==> config.mk <==
export PLATFORM = sky130hd
export DESIGN_NAME = fb_write_scheduler
export DESIGN_NICKNAME = d
export VERILOG_FILES = /design/src/rtl/fb_write_scheduler.sv
export SDC_FILE = /design/constraint.sdc
export NUM_CORES = 1
export LEC_CHECK = 0
export ABC_AREA = 0
export CORE_UTILIZATION = 51
export DETAILED_ROUTE_END_ITERATION = 12
export PLACE_DENSITY_LB_ADDON = 0.15
export SYNTH_ARGS = -nofsm -noshare
export SYNTH_HDL_FRONTEND = slang
export SYNTH_SLANG_ARGS = --single-unit
==> constraint.sdc <==
create_clock -name clk -period 2.5 [get_ports clk]
set_input_delay 0.5 -clock clk [delete_from_list [all_inputs] [get_ports clk]]
set_output_delay 0.5 -clock clk [all_outputs]
set_load 0.01 [all_outputs]
==> src/rtl/fb_write_scheduler.sv <==
// Framebuffer write scheduler: arbitrates the GPU write port of a double-
// buffered framebuffer between a back-buffer clear engine and the rasterizer,
// synchronised to the display buffer swap (falling edge of VGA vsync).
//
// Ports:
//   clk, reset              - system clock, synchronous active-high reset
//   vsync                   - raw vsync from the pixel-clock domain
//   clear_en, clear_color   - enable and fill colour for the per-frame clear
//   rast_req/addr/data      - rasterizer write request
//   rast_ready              - write accepted when rast_req & rast_ready
//   frame_done              - rasterizer has finished the current frame
//   frame_start             - pulse: back buffer is ready for drawing
//   wea, addra, dina        - registered framebuffer write port
//   state_o                 - current state (WAIT_SWAP=0, CLEAR=1, DRAW=2)
//   overrun_cnt             - frames abandoned at a swap, saturating at 255
// FB_PIXELS must not exceed 2**ADDR_WIDTH.
module fb_write_scheduler #(
  parameter int unsigned ADDR_WIDTH = 17,
  parameter int unsigned FB_PIXELS  = 76800
) (
  input  logic                  clk,
  input  logic                  reset,
  input  logic                  vsync,
  input  logic                  clear_en,
  input  logic [7:0]            clear_color,
  input  logic                  rast_req,
  input  logic [ADDR_WIDTH-1:0] rast_addr,
  input  logic [7:0]            rast_data,
  output logic                  rast_ready,
  input  logic                  frame_done,
  output logic                  frame_start,
  output logic                  wea,
  output logic [ADDR_WIDTH-1:0] addra,
  output logic [7:0]            dina,
  output logic [1:0]            state_o,
  output logic [7:0]            overrun_cnt
);

  localparam logic [ADDR_WIDTH:0]   PIX_LIMIT = (ADDR_WIDTH+1)'(FB_PIXELS);
  localparam logic [ADDR_WIDTH-1:0] LAST_ADDR = ADDR_WIDTH'(FB_PIXELS - 1);
  localparam logic [ADDR_WIDTH-1:0] ONE_ADDR  = ADDR_WIDTH'(1);

  typedef enum logic [1:0] {
    ST_WAIT_SWAP = 2'd0,
    ST_CLEAR     = 2'd1,
    ST_DRAW      = 2'd2
  } state_e;

  state_e                state_q, state_d;
  logic                  sync1_q, sync1_d;
  logic                  sync2_q, sync2_d;
  logic                  prev_q, prev_d;
  logic [ADDR_WIDTH-1:0] cnt_q, cnt_d;
  logic [7:0]            color_q, color_d;
  logic                  wea_q, wea_d;
  logic [ADDR_WIDTH-1:0] addra_q, addra_d;
  logic [7:0]            dina_q, dina_d;
  logic                  rast_ready_q, rast_ready_d;
  logic                  frame_start_q, frame_start_d;
  logic [7:0]            overrun_q, overrun_d;

  logic swap_edge;
  logic swap_next;
  logic accept;
  logic in_range;
  logic go_clear;
  logic go_draw;

  // swap_edge coincides with the framebuffer toggling its buffers; swap_next
  // is the value swap_edge will take next cycle, so rast_ready can be a flop.
  assign swap_edge = prev_q & ~sync2_q;
  assign swap_next = sync2_q & ~sync1_q;
  assign accept    = rast_req & rast_ready_q & ~swap_edge;
  assign in_range  = ({1'b0, rast_addr} < PIX_LIMIT);

  // Next-state and output logic
  always_comb begin
    state_d       = state_q;
    sync1_d       = vsync;
    sync2_d       = sync1_q;
    prev_d        = sync2_q;
    cnt_d         = cnt_q;
    color_d       = color_q;
    wea_d         = 1'b0;
    addra_d       = addra_q;
    dina_d        = dina_q;
    frame_start_d = 1'b0;
    overrun_d     = overrun_q;
    go_clear      = 1'b0;
    go_draw       = 1'b0;

    unique case (state_q)
      ST_WAIT_SWAP: begin
        if (swap_edge) begin
          go_clear = clear_en;
          go_draw  = ~clear_en;
        end
      end

      ST_CLEAR: begin
        if (swap_edge) begin
          // Clear did not finish before the swap: start over on the new buffer.
          if (overrun_q != 8'hFF) overrun_d = overrun_q + 8'd1;
          go_clear = 1'b1;
        end else if (cnt_q == LAST_ADDR) begin
          state_d       = ST_DRAW;
          frame_start_d = 1'b1;
        end else begin
          cnt_d   = cnt_q + ONE_ADDR;
          wea_d   = 1'b1;
          addra_d = cnt_q + ONE_ADDR;
          dina_d  = color_q;
        end
      end

      ST_DRAW: begin
        if (accept && in_range) begin
          wea_d   = 1'b1;
          addra_d = rast_addr;
          dina_d  = rast_data;
        end
        if (swap_edge) begin
          if (!frame_done && (overrun_q != 8'hFF)) overrun_d = overrun_q + 8'd1;
          go_clear = clear_en;
          go_draw  = ~clear_en;
        end else if (frame_done) begin
          state_d = ST_WAIT_SWAP;
        end
      end

      default: state_d = ST_WAIT_SWAP;
    endcase

    // Frame start: the clear issues address 0 on its entry edge.
    if (go_clear) begin
      state_d = ST_CLEAR;
      color_d = clear_color;
      cnt_d   = '0;
      wea_d   = 1'b1;
      addra_d = '0;
      dina_d  = clear_color;
    end else if (go_draw) begin
      state_d       = ST_DRAW;
      frame_start_d = 1'b1;
    end

    rast_ready_d = (state_d == ST_DRAW) & ~swap_next;
  end

  // State and output registers
  always_ff @(posedge clk) begin
    if (reset) begin
      state_q       <= ST_WAIT_SWAP;
      sync1_q       <= 1'b0;
      sync2_q       <= 1'b0;
      prev_q        <= 1'b0;
      cnt_q         <= '0;
      color_q       <= 8'd0;
      wea_q         <= 1'b0;
      addra_q       <= '0;
      dina_q        <= 8'd0;
      rast_ready_q  <= 1'b0;
      frame_start_q <= 1'b0;
      overrun_q     <= 8'd0;
    end else begin
      state_q       <= state_d;
      sync1_q       <= sync1_d;
      sync2_q       <= sync2_d;
      prev_q        <= prev_d;
      cnt_q         <= cnt_d;
      color_q       <= color_d;
      wea_q         <= wea_d;
      addra_q       <= addra_d;
      dina_q        <= dina_d;
      rast_ready_q  <= rast_ready_d;
      frame_start_q <= frame_start_d;
      overrun_q     <= overrun_d;
    end
  end

  assign rast_ready  = rast_ready_q;
  assign frame_start = frame_start_q;
  assign wea         = wea_q;
  assign addra       = addra_q;
  assign dina        = dina_q;
  assign state_o     = state_q;
  assign overrun_cnt = overrun_q;

endmodule
# --- Yosys cells after proc, flatten, opt, wreduce, memory -nomap -nowiden ---
# Index checks and enable logic that the tools add are counted.
word_totals:
  regBits: 66
  inputBits: 39
  out_inout_bits: 38
  word_cells: 89
op_classes:
  addsub: 2
  magnitude_cmp: 1
  n_eq_ne: 15
  n_mux: 36
  n_bitwise: 11
  n_reduce_logical: 12
ops:
  columns: ["cell", "count"]
  rows:
  - ["2-to-1 mux 8 bit", 8]
  - ["2-to-1 mux 17 bit", 3]
  - ["one-hot mux 17 bit (2 select lines)", 1]
  - ["one-hot mux 8 bit (2 select lines)", 2]
  - ["adder 17 x 1 -> 17 bit, second input constant", 1]
  - ["equality test 17 bit, second input constant", 1]
  - ["< comparator 17 bit, second input constant", 1]
  - ["!= test 2 bit, second input constant", 7]
  - ["2-to-1 mux 1 bit", 13]
  - ["2-to-1 mux 2 bit", 6]
  - ["!= test 3 bit, second input constant", 3]
  - ["adder 8 x 1 -> 8 bit, second input constant", 1]
  - ["!= test 8 bit, second input constant", 1]
  - ["AND reduction 4 bit", 2]
  - ["inverter 1 bit", 6]
  - ["one-hot mux 2 bit (3 select lines)", 1]
  - ["bitwise AND 1 bit", 5]
  - ["AND reduction 5 bit", 1]
  - ["equality test 2 bit, second input constant", 2]
  - ["one-hot mux 1 bit (2 select lines)", 2]
  - ["OR reduction 2 bit", 2]
  - ["AND reduction 3 bit", 1]
  - ["nonzero test 3 bit", 1]
  - ["equality test 2 x 1 -> 1 bit, second input constant", 1]
  - ["other kinds (4)", 5]

# --- Logic depth before layout (Yosys ltp) ---
logic_depth:
  word_depth: 8
  depth_mapped: 8

# --- Least setup slack after synthesis ---
# Ideal clock, no wire load.
synth_path:
  kind: "register to register"
  startpoint: "register cnt_q[0]"
  endpoint: "register cnt_q[16]"
  arrival_time_ps: 2034
  required_ps: 2430
  setup_slack_ps: 396
  stages_incl_launch_ff: 8
  n_path_buf: 1
  period_less_slack_ps: 2104
  path_cell_list: "dfxtp_1 > ha_1 > nand3_2 > or4_1 > buf_2 > or2_0 > or3_1 > a21oi_1"
synth_between:
  elab_chain_len: 3
  word_cells_on_any_way: 4
  cone_classes: "1 x add/sub; 1 x eq/ne; 1 x bitwise; 1 x reduce/logical"
synth_rtl:
  columns: ["element", "line", "rtl"]
  rows:
  - ["from (decl)", "53", "logic [ADDR_WIDTH-1:0] cnt_q, cnt_d;"]
  - ["from (signal assigned)", "170", "cnt_q <= cnt_d;"]
  - ["branches (longest 3 deep; another with adder 17 x 1 -> 17 bit)", null, null]
# Several ways; the timed one is not identified.
# A chain may end at the register's enable or synchronous reset.

# --- Worst setup path in the final report ---
layout_path:
  startpoint: "register cnt_q[10]"
  endpoint: "register addra_q[6], in the netlist addra[6]"
layout_between:
  elab_chain_len: 3
layout_rtl:
  columns: ["element", "line", "rtl"]
  rows:
  - ["equality test 17 bit", "105", "end else if (cnt_q == LAST_ADDR) begin"]
  - ["!= test 2 bit (no line)", null, null]
  - ["AND reduction 4 bit (no line)", null, null]
  - ["to (signal assigned)", "173", "addra_q <= addra_d;"]
  - ["to (decl)", "56", "logic [ADDR_WIDTH-1:0] addra_q, addra_d;"]
# No other way between the ends.

==> results.md <==
- Fin. Hold Viols: 0
- Max_cap viols: 0
- Row cnt: 30
- Post-DR vias/cell: 5.968
- Die area: 7331 um2
- Crit path capture type: flip-flop
- Largest net degree at the start of global routing: 38
- Crit start category: flip-flop
- Worst-skew pair later-pin latency: 340 ps
- Tmin final: 2301 ps
- Number of buffers added on ports: 76
- Syn nets: 474
- First-pass GRT wire length: 14.88 mm
- # setup viols final: 0
- Net Sw Frac: 24.12%
- Asr flop ratio synth: 0%
- Area grow syn2layout: 30.25%
- Hold Startpoint: sync1_q$_SDFF_PP0_
- DRT Wirelength: 9.359 mm
- DRC: 0
- Yosys top cell area share: 37.05%
- Worst setup path category: flip-flop to flip-flop
- Reg2reg setup slack: 200 ps
- Diodes inserted: 0
- R2R Path End: addra[6]$_SDFFE_PP0P_
- Max FO, Critical Path: 25
- Hold buffer count at CTS: 0
- Setup bufs post-CTS: 0
- Slew HR: 63.58%
- WHS Endpoint: prev_d$_SDFF_PP0_
- Area leader, netlist: dfxtp_1
- Root buf cell: clkbuf_8
- RSZ-0062 raised after global routing: false
- Final core utilization: 68.74%
- P_leak: 1.537 nW
- CTS tree: done
- Share of power burned in the clock network: 38.2%
- Core area: 6756 um2
- Sequential share of the synthesized area: 37.05%
- Clock Tree Buf Depth: 2
- Die Y: 85.62 um
- Average size of a mapped cell: 8.312 um2
- Flop pwr share: 52.9%
- Post-Syn Instances: 429
- Most common cell after layout, fill and taps aside: clkdlybuf4s50_1
- Post-detail-place hpwl: 6.699 mm
- Status: complete, no violations
- Sink Count: 66
- PostCTS Resize Cnt: 0
- Final Cycle Share: 92.05%
- CP cell instances: or4b_2 -> nor3_1 -> a21o_2 -> o21ai_0 -> a21oi_1
- FF+latch area: 1321 um2
- Io pins: 77
- Worst Path Arrival: 2570 ps
- Fmax: 434.6 MHz
- FF-to-FF path depth: 5
- Layout cells sized above 1: 9.055%
- Starting Density: 52.78%
- Top FF cell, synth: dfxtp_1
- Flops & latches, synth: 66
- Fin nets: 550
- Mapped cell area: 3566 um2
- Final Slew Violations: 0
- Cell Pwr Density: 433.8 nW/um2
- GRT Total Usage: 25.71%
- Worst Hold Depth: 2
- Initial antenna violation count: 0
- Combinational Power Share: 8.9%
- Worst r2r src: cnt_q[10]$_SDFFE_PP0P_
- CTS clk-pin slew, worst paths: 70 ps
- Ys Warns: 0
- Area taken by multi-input logic gates: 2102 um2
- Worst min path class: flip-flop to flip-flop
- CTS Buf Count: 9
- Top cells by area, synth: dfxtp_1 (37%), o21ai_0 (5.3%), a21oi_1 (4.5%)
- Drt initial violations: 186
- Fill count: 580
- Number of global-route vias before repair: 3,080
- Crit path from: cnt_q[10]$_SDFFE_PP0P_
- DR WL/cell: 15.92 um
- DRT antenna net count: 0
- Via count: 3,509
- Worst vdd ir: 0.2544 mV
- Worst-Margin Slew: 545.1 ps
- CP max-delay cell: or4b_2
- Die Wd: 85.62 um
- Grt total ovfl: 0
- Final GP Congestion: 0.8711
- Htree depth: 3
- Post-synth EDFFs: 0
- Pre-Repair DR Iteration Count: 4
- CP required: 2770 ps
- Setup_tns: 0 ps
- P_sw: 0.4860 mW
- Most frequent cells in the layout: clkdlybuf4s50_1 (76), dfxtp_1 (66), o21ai_0 (38)
- Netlist cell types: 54
- Skew final: 9.667 ps
- Slowest stage delay, CP: 710 ps
- Cell-internal power: 1.529 mW
-- power groups by stage --
stage,Sequential (mW),Combinational (mW),Clock [mW]
2_1_floorplan,1.09,0.0707,0
3_3_place_gp,1.09,0.176,0
3_5_place_dp,1.09,0.178,0
4_1_cts,1.07,0.179,0.776
5_1_grt,1.07,0.193,0.828
6_report,1.07,0.180,0.769
-- sequential cells by signal, summed over array words and instances (netlist names) --
register	flops
addra	17
cnt_q	17
color_q	8
dina	8
overrun_cnt	8
state_o	2
frame_start	1
prev_d	1
prev_q	1
rast_ready	1
sync1_q	1
wea	1
-- synthesized netlist by cell type (3+ instances only) --
master	number
a2111oi_0	3
a211oi_1	3
a21oi_1	32
and2_1	5
and4_1	4
buf_2	6
clkbuf_1	21
dfxtp_1	66
ha_1	6
inv_1	6
mux2i_1	14
nand2_1	35
nand2b_1	5
nand3_1	8
nand3b_1	9
nand4_1	7
nor2_1	23
nor2b_1	8
nor3_1	13
nor3b_1	8
o2111ai_1	9
o211ai_1	20
o21ai_0	38
o31ai_1	7
or3_1	15
or4_1	3
xnor2_1	14
xor2_1	10
-- kinds of logic (layout without fill, tap and decap cells) --
kind of cell	after synthesis	count (layout)	share of synthesized area (%)
AOI/OAI and AO/OA	126	126	22.81
xor gates and xnor gates	24	24	5.895
adders and majority gates	6	6	2.105
buffers and inverters	38	117	4.351
DFF	66	66	37.05
muxes	14	14	3.930
and+or+nand+nor	155	155	23.86
-- worst max-delay path: cells and delay by family (launching register included) --
kind	cells	cell delay, ps
and+or+nand+nor	2	1060
AOI/OAI and AO/OA	3	800
DFF	1	360
-- layer usage --
metal / vias up / routed length [um] / track usage (%)
met2: 122 / 4313 / 38.55
li1: 1725 / - / -
met1: 1649 / 4379 / 36.97
met3: 13 / 509 / 4.042
met4: 0 / 156 / 10.15
met5: - / 0 / 0
-- area by class of cell --
| cell class | count | area share [%] |
|---|---|---|
| Inverter | 7 | 0.5657 |
| Tap cell | 80 | 2.155 |
| Sequential cell | 66 | 28.45 |
| Clock buffer | 11 | 3.044 |
| Multi-Input combinational cell | 325 | 45.26 |
| Timing Repair Buffer | 96 | 20.15 |
| Clock inverter | 3 | 0.3772 |
-- worst max-delay path by stage --
stage,end,slack (ps)
finish,addra[6]$_SDFFE_PP0P_,200
global route,cnt_q[11]$_SDFFE_PP0P_,80
CTS,addra[6]$_SDFFE_PP0P_,220
detailed placement,addra[0]$_SDFFE_PP0P_,60
global placement,addra[0]$_SDFFE_PP0P_,130
floorplan,cnt_q[16]$_SDFFE_PP0P_,400
-- metrics by stage --
stage | area [um2] | hold slack (ps) | cells | worst slack (ps) | total power [mW]
2_1_floorplan | 3566 | 410.0 | 429 | 395.9 | 1.162
3_3_place_gp | 4486 | 424.8 | 574 | 134.5 | 1.266
3_5_place_dp | 4486 | 431.7 | 574 | 55.79 | 1.268
4_1_cts | 4644 | 442.3 | 588 | 224.3 | 2.021
5_1_grt | 4644 | 454.7 | 588 | 75.58 | 2.087
6_report | 4644 | 444.0 | 588 | 198.8 | 2.015
Note: power is estimated with default switching activity, not from simulation.
